--- config.mk ---
export PLATFORM = sky130hd
export DESIGN_NAME = serial_subtractor_8bit
export DESIGN_NICKNAME = d
export VERILOG_FILES = /design/src/rtl/serial_subtractor_8bit.sv
export SDC_FILE = /design/constraint.sdc
export NUM_CORES = 1
export LEC_CHECK = 0
export ABC_AREA = 0
export CORE_ASPECT_RATIO = 0.9
export CORE_MARGIN = 3
export CORE_UTILIZATION = 60
export DETAILED_ROUTE_END_ITERATION = 6
export DONT_BUFFER_PORTS = 1
export PLACE_DENSITY = 0.76
export SLEW_MARGIN = 10
export SYNTH_ARGS = -nofsm -noshare
export SYNTH_HDL_FRONTEND = slang
export SYNTH_SLANG_ARGS = --single-unit
--- constraint.sdc ---
create_clock -name clk -period 2.2 [get_ports clk]
set_clock_uncertainty 0.2 [all_clocks]
set_input_delay 0.66 -clock clk [delete_from_list [all_inputs] [get_ports clk]]
set_output_delay 0.66 -clock clk [all_outputs]
set_load 0.01 [all_outputs]
--- src/rtl/serial_subtractor_8bit.sv ---
// Bit-serial 8-bit subtractor: D = X - Y - Bin (mod 256), LSB first, one bit per clock.
// The FSM runs IDLE -> SHIFT (8 cycles) -> DONE (1 cycle) -> IDLE.
module serial_subtractor_8bit (
    input  logic       clk,
    input  logic       rst_n,
    input  logic       start,
    input  logic [7:0] X,
    input  logic [7:0] Y,
    input  logic       Bin,
    output logic       busy,
    output logic       done,
    output logic [7:0] D,
    output logic       Bout
);

    typedef enum logic [1:0] {
        IDLE  = 2'd0,
        SHIFT = 2'd1,
        DONE  = 2'd2
    } state_t;

    state_t     state_q;
    logic [7:0] x_q;
    logic [7:0] y_q;
    logic [7:0] res_q;
    logic [7:0] d_q;
    logic       b_q;
    logic       bout_q;
    logic [2:0] cnt_q;

    logic       diff_d;
    logic       borrow_d;
    logic [7:0] res_d;

    function automatic logic borrow_next(input logic x0, input logic y0, input logic b);
        return (~x0 & y0) | (~(x0 ^ y0) & b);
    endfunction

    always_comb begin
        diff_d   = x_q[0] ^ y_q[0] ^ b_q;
        borrow_d = borrow_next(x_q[0], y_q[0], b_q);
        res_d    = {diff_d, res_q[7:1]};
    end

    always_ff @(posedge clk or negedge rst_n) begin
        if (!rst_n) begin
            state_q <= IDLE;
            x_q     <= 8'h00;
            y_q     <= 8'h00;
            res_q   <= 8'h00;
            d_q     <= 8'h00;
            b_q     <= 1'b0;
            bout_q  <= 1'b0;
            cnt_q   <= 3'd0;
        end else begin
            case (state_q)
                IDLE: begin
                    if (start) begin
                        x_q     <= X;
                        y_q     <= Y;
                        b_q     <= Bin;
                        cnt_q   <= 3'd0;
                        state_q <= SHIFT;
                    end
                end
                SHIFT: begin
                    x_q   <= {1'b0, x_q[7:1]};
                    y_q   <= {1'b0, y_q[7:1]};
                    res_q <= res_d;
                    b_q   <= borrow_d;
                    cnt_q <= cnt_q + 3'd1;
                    // Last bit: publish the assembled result straight from the shifter input.
                    if (cnt_q == 3'd7) begin
                        d_q     <= res_d;
                        bout_q  <= borrow_d;
                        state_q <= DONE;
                    end
                end
                DONE: begin
                    state_q <= IDLE;
                end
                default: begin
                    state_q <= IDLE;
                end
            endcase
        end
    end

    assign busy = (state_q == SHIFT);
    assign done = (state_q == DONE);
    assign D    = d_q;
    assign Bout = bout_q;

endmodule

==> results of run 1 <==
## state kept, by name, indices dropped and copies added, names as in the netlist
register,count
Bout,1
b_q,1
state_q,2
x_q,8
res_q,7
D,8
cnt_q,3
y_q,8
## critical path, stage by stage, from the launching register on
cell	delay (ns)
dfrtp_1	0.54
nand2b_1	0.17
inv_4	0.14
## metal layers
metal,vias to the layer above,share of wire [%],global-route usage (%)
li1,516,-,-
met1,563,46,27.1
met2,21,49,28.7
met3,2,4.5,6.69
met4,0,0.43,4.62
met5,-,0,0
## stage by stage
step           total power (W)  std cells  util (%)
2_1_floorplan          0.00204        142         -
3_3_place_gp           0.00219        177      65.1
3_5_place_dp           0.00226        177      65.1
4_1_cts                0.00289        187      70.2
5_1_grt                0.00307        187      70.2
6_report               0.00286        187      70.2
## power by group
part | internal (W) | switching [W] | leakage (nW)
clock network | 0.000385 | 0.000218 | 0.0585
logic | 0.000514 | 0.000452 | 0.372
registers | 0.00104 | 0.000250 | 0.445
## cell usage in the layout, fill, tap and decap left out
master / count
nor3b_1: 11
mux2i_1: 2
fa_1: 1
o21bai_2: 1
nand3b_1: 1
nand2b_1: 3
a221oi_1: 4
dlygate4sd3_1: 1
mux2_1: 1
o21ba_2: 1
dfrtp_1: 38
inv_4: 1
nor2b_1: 1
a21o_1: 1
mux2_2: 14
a22o_1: 2
a211oi_1: 10
bufinv_16: 2
or4b_1: 1
clkbuf_8: 1
nor4bb_1: 2
o221a_2: 1
buf_12: 1
buf_4: 7
a211o_1: 1
a21oi_1: 1
inv_1: 16
clkbuf_4: 5
ha_1: 2
nor4b_1: 14
## layout make-up
type | count | area [um2] | area share (%)
Clock buffer | 6 | 51.3 | 2.64
Clock inverter | 2 | 60.1 | 3.09
Inverter | 17 | 66.3 | 3.41
Multi-Input combinational cell | 75 | 683 | 35.1
Sequential cell | 38 | 951 | 48.9
Tap cell | 40 | 50.0 | 2.57
Timing Repair Buffer | 9 | 82.6 | 4.25
## cell families (layout without fill, tap and decap cells)
| family | Yosys count | in the layout | share of synthesized area (%) |
|---|---|---|---|
| mux | 17 | 17 | 10.7 |
| flops | 38 | 38 | 53.8 |
| buf+inv | 29 | 34 | 7.57 |
| compound gates | 22 | 22 | 10.3 |
| simple gates | 33 | 33 | 15.1 |
| fa+ha+maj | 3 | 3 | 2.55 |
## worst max-delay path by stage
| stage | start | end | slack, ns | cells past startpoint |
|---|---|---|---|---|
| finish | state_q[0]$_DFFE_PN0P_ | busy | 0.16 | 2 |
| global route | state_q[0]$_DFFE_PN0P_ | busy | 0.05 | 2 |
| CTS | state_q[0]$_DFFE_PN0P_ | busy | 0.14 | 2 |
| detailed placement | cnt_q[0]$_DFFE_PN0P_ | D[0]$_DFFE_PN0P_ | 0.27 | 4 |
| global placement | cnt_q[0]$_DFFE_PN0P_ | D[1]$_DFFE_PN0P_ | 0.36 | 4 |
| floorplan | state_q[1]$_DFFE_PN0P_ | done | 0.40 | 3 |
==> key figures, run 1 <==
Floorplanning
  • Die Span Y: 57.5 um
  • Standard-cell row count: 18
  • Initial Util: 63.8%
  • Core ar.: 2770 um2
  • Die area: 3630 um2
  • Top Ports: 31
  • Width of the die: 63.2 um

Worst setup path
  • Worst-case reg-to-reg path depth: 4
  • Critical path capture point type: output pin
  • Reg-to-reg startpoint: cnt_q[0]$_DFFE_PN0P_
  • Critical Path AT: 1.18 ns
  • CP Max Fanout: 10
  • FF-to-FF End: D[0]$_DFFE_PN0P_
  • Flop-to-flop setup slack: 0.29 ns
  • Crit Path Class: reg2out
  • Element type at the critical path start: flop
  • CP required: 1.34 ns

Power
  • P_leak: 0.876 nW
  • Pwr/cell area: 1470 nW/um2
  • Maximum VDD drop: 0.721 mV

Cells and area
  • Antenna diode count: 0
  • Layout filler cell count: 201
  • Layout Area Growth over Synthesis: 9.98%
  • Final #Nets: 169
  • Fraction of layout cells with a size suffix above 1: 23.1%
  • Final instance area: 1940 um2

Run status
  • Status: complete, no violations

Timing
  • Final hold vios: 0
  • Worst relative slew slack: 65.3%
  • RSZ-0062 raised after global routing: false
  • Final setup viols: 0
  • Fmax: 489 MHz
  • Fin Hold WS: 0.259 ns
  • Final Cycle Share: 92.9%
  • Slew at the pin with the worst max-slew slack: 0.519 ns
  • Min Tclk post-route: 2.04 ns
  • Final Max Slew Viols: 0
  • Final worst slack: 0.156 ns
  • Setup TNS Final: 0 ns

Synth
  • Yosys top cell by area: dfrtp_1
  • EDFF count, synth: 0
  • Most common cell in the netlist: dfrtp_1
  • Top cells by count, synth: 38 x dfrtp_1, 16 x inv_1, 14 x mux2_2, 14 x nor4b_1, 11 x nor3b_1
  • Synth top area share: 53.8%
  • Post-Syn Instances: 142
  • Post-synth cell types: 28
  • Mapped cell area: 1770 um2
  • Async set-or-reset flop fraction in the synthesized netlist: 100%
  • Syn_nets: 165
  • Leading register cell type out of synthesis: dfrtp_1
  • Area contributors post-synth: dfrtp_1 54%, mux2_2 8.9%, nor4b_1 6.9%
  • Seq/Total Area, Yosys: 53.8%
  • Synthesis-stage register bit count: 38
  • Yosys warns: 0
  • Syn avg cell area: 12.5 um2

Drt
  • Iter 0 DRT Violations: 36
  • DRT Pass-1 Iters: 4
  • Vias: 1102
  • Drt drc: 0
  • Routed WL per cell: 16.3 um
  • Post-Route WL: 3060 um
  • Remaining antenna violation count after routing: 0
  • Via/cell ratio: 5.89

Clock network
  • H-tree depth: 2
  • Clk pin slew, worst setup/hold paths: 0.12 ns
  • CTS Buffer Depth: 2
  • Hold-fix buffers at CTS: 2
  • Clk_lat worst skew: 0.33 ns
  • Post-CTS sizing: 0
  • Post-CTS setup buffers: 0
  • CTS buffer count: 5
  • Clock root buffer master: clkbuf_4
  • Clk sink count: 38
  • CTS tree: yes

Placed design
  • Count of input and output buffers: 0
  • Place WS: 0.275 ns
  • Final Wtd Congestion: 0.772
  • Area after DPL: 1800 um2
  • Detail Placement HPWL: 2080 um

Hold path
  • Hold WC Path Type: in2reg
  • Launch point of the worst hold path: start
  • Hold depth: 2
  • Hold path endpoint: state_q[0]$_DFFE_PN0P_

Flow run
  • Max-cap violations: 0

Global route
  • Initial antenna violation count: 0
  • Vias in the first global route: 1140
  • Largest net degree at the start of global routing: 39
  • GRT Overall Usage: 19.1%
  • First-pass GRT wire length: 5420 um
  • Remaining global-route overflow: 0
No activity file was read; power rests on OpenSTA's default activity.
==> run 2: changes to the inputs <==
- CTS_CLUSTER_DIAMETER: not set -> 80
==> results of run 2 <==
Same layout as run 1: the final DEF is identical, and so are final timing and power.
==> run 3: changes to the inputs <==
- SKIP_CTS_REPAIR_TIMING: not set -> 1
==> key figures, run 3 (synthesized netlist as in run 1, its figures left out) <==
Floorplanning
  • Standard-cell row count: 18
  • Core ar.: 2770 um2
  • Die area: 3630 um2
  • Initial Util: 63.8%
  • Width of the die: 63.2 um
  • Top Ports: 31
  • Die Span Y: 57.5 um

Timing
  • Final Max Slew Viols: 0
  • Slew at the pin with the worst max-slew slack: 0.517 ns
  • RSZ-0062 raised after global routing: false
  • Final setup viols: 0
  • Final Cycle Share: 92.9%
  • Final hold vios: 0
  • Final worst slack: 0.156 ns
  • Setup TNS Final: 0 ns
  • Min Tclk post-route: 2.04 ns
  • Worst relative slew slack: 65.4%
  • Fmax: 489 MHz

Cells and area
  • Fraction of layout cells with a size suffix above 1: 23.1%
  • Layout Area Growth over Synthesis: 9.98%
  • Most common cell after layout, fill and taps aside: dfrtp_1
  • Final #Nets: 169
  • Layout filler cell count: 201
  • Area of the multi-input gates: 683 um2
  • Final instance area: 1940 um2
  • Finished Layout Cells: 187
  • Commonest cells after routing, fill and taps aside: 38 x dfrtp_1, 16 x inv_1, 14 x nor4b_1, 14 x mux2_2, 11 x nor3b_1
  • Register area: 951 um2
  • Antenna diode count: 0

Global route
  • Global routing usage on met1: 27.1%
  • Met2 usage: 28.6%
  • GRT busiest layer: met2
  • GRT Overall Usage: 19.1%
  • GR Util met3: 6.89%
  • Largest net degree at the start of global routing: 39
  • Vias in the first global route: 1119
  • Initial antenna violation count: 0
  • Remaining global-route overflow: 0
  • First-pass GRT wire length: 5440 um

Placed design
  • Count of input and output buffers: 0
  • Detail Placement HPWL: 2080 um
  • Final Wtd Congestion: 0.772
  • Place WS: 0.275 ns
  • Area after DPL: 1800 um2
  • DP Cell Count: 177

Worst setup path
  • CP required: 1.34 ns
  • CP max-delay cell: dfrtp_1
  • Worst-case reg-to-reg path depth: 4
  • FF-to-FF End: D[0]$_DFFE_PN0P_
  • Critical Path AT: 1.18 ns
  • Reg-to-reg startpoint: cnt_q[0]$_DFFE_PN0P_
  • Crit Path Class: reg2out
  • Critical path capture point type: output pin
  • Worst path cell trace: nand2b_1 > inv_4
  • CP Max Fanout: 10
  • Crit-path max cell delay: 0.54 ns
  • Element type at the critical path start: flop
  • Flop-to-flop setup slack: 0.29 ns

Clock network
  • Clock root buffer master: clkbuf_4
  • CTS buffer count: 5
  • Clk sink count: 38
  • Clk_lat worst skew: 0.33 ns
  • CTS tree: yes
  • CTS Buffer Depth: 2
  • H-tree depth: 2
  • Clk pin slew, worst setup/hold paths: 0.12 ns

Drt
  • DRT Pass-1 Iters: 4
  • Routed WL per cell: 16.4 um
  • Vias: 1103
  • Via/cell ratio: 5.90
  • Iter 0 DRT Violations: 50
  • Remaining antenna violation count after routing: 0
  • Post-Route WL: 3070 um
  • Drt drc: 0

Power
  • Reg power frac: 45.1%
  • NetSw: 0.000923 W
  • Pint: 0.00194 W
  • Switching share of power: 32.3%
  • Maximum VDD drop: 0.731 mV
  • Pwr/cell area: 1470 nW/um2
  • Clock power share: 21.1%
  • P_leak: 0.876 nW
  • Logic gate share of total power: 33.8%

Hold path
  • Hold WC Path Type: in2reg
  • Hold depth: 2
  • Hold path endpoint: state_q[0]$_DFFE_PN0P_
  • Launch point of the worst hold path: start

Run status
  • Status: complete, no violations

Flow run
  • Max-cap violations: 0
## run 3: cell counts in the layout (fill, tap and decap cells not counted)
No cell type changed its count.
## run 3: metrics by stage
step                      hold WS (ns)  utilization (%)  power, W
after floorplan                  0.164                -   0.00204
after global placement           0.165             65.1   0.00219
after detailed placement         0.165             65.1   0.00226
after CTS                       -0.217             69.1   0.00288
after global routing             0.227             70.2   0.00308
final                            0.255             70.2   0.00286
## run 3: layout make-up
type / count / share of cell area (%)
tap: 40 / 2.57
clock buffer: 6 / 2.64
clock inverter: 2 / 3.09
multi-input combinational: 75 / 35.1
sequential: 38 / 48.9
inverter: 17 / 3.41
timing repair buffer: 9 / 4.25
## run 3: power by group through the flow
stage	Clock, W	Combinational, W	Sequential [W]
after floorplan	0	0.000818	0.00122
after global placement	0	0.000901	0.00129
after detailed placement	0	0.000952	0.00130
after CTS	0.000621	0.000961	0.00129
after global routing	0.000648	0.00109	0.00134
final	0.000605	0.000967	0.00129
## run 3: layer usage
layer / share of wire, % / wire length, um
met1: 46 / 1420
met2: 49 / 1490
met3: 4.5 / 139
met4: 0.42 / 13
met5: 0 / 0
## run 3: worst max-delay path: cells and delay by family (launching register included)
| kind | cells | cell delay [ns] |
|---|---|---|
| buffers and inverters | 1 | 0.14 |
| flip-flops | 1 | 0.54 |
| AND/OR/NAND/NOR | 1 | 0.17 |
## run 3: worst max path at each step
stage	endpoint	cells after the start	slack, ns	start
2_1_floorplan	done	3	0.40	state_q[1]$_DFFE_PN0P_
3_3_place_gp	D[1]$_DFFE_PN0P_	4	0.36	cnt_q[0]$_DFFE_PN0P_
3_5_place_dp	D[0]$_DFFE_PN0P_	4	0.27	cnt_q[0]$_DFFE_PN0P_
4_1_cts	busy	2	0.14	state_q[0]$_DFFE_PN0P_
5_1_grt	busy	2	0.05	state_q[0]$_DFFE_PN0P_
6_report	busy	2	0.16	state_q[0]$_DFFE_PN0P_
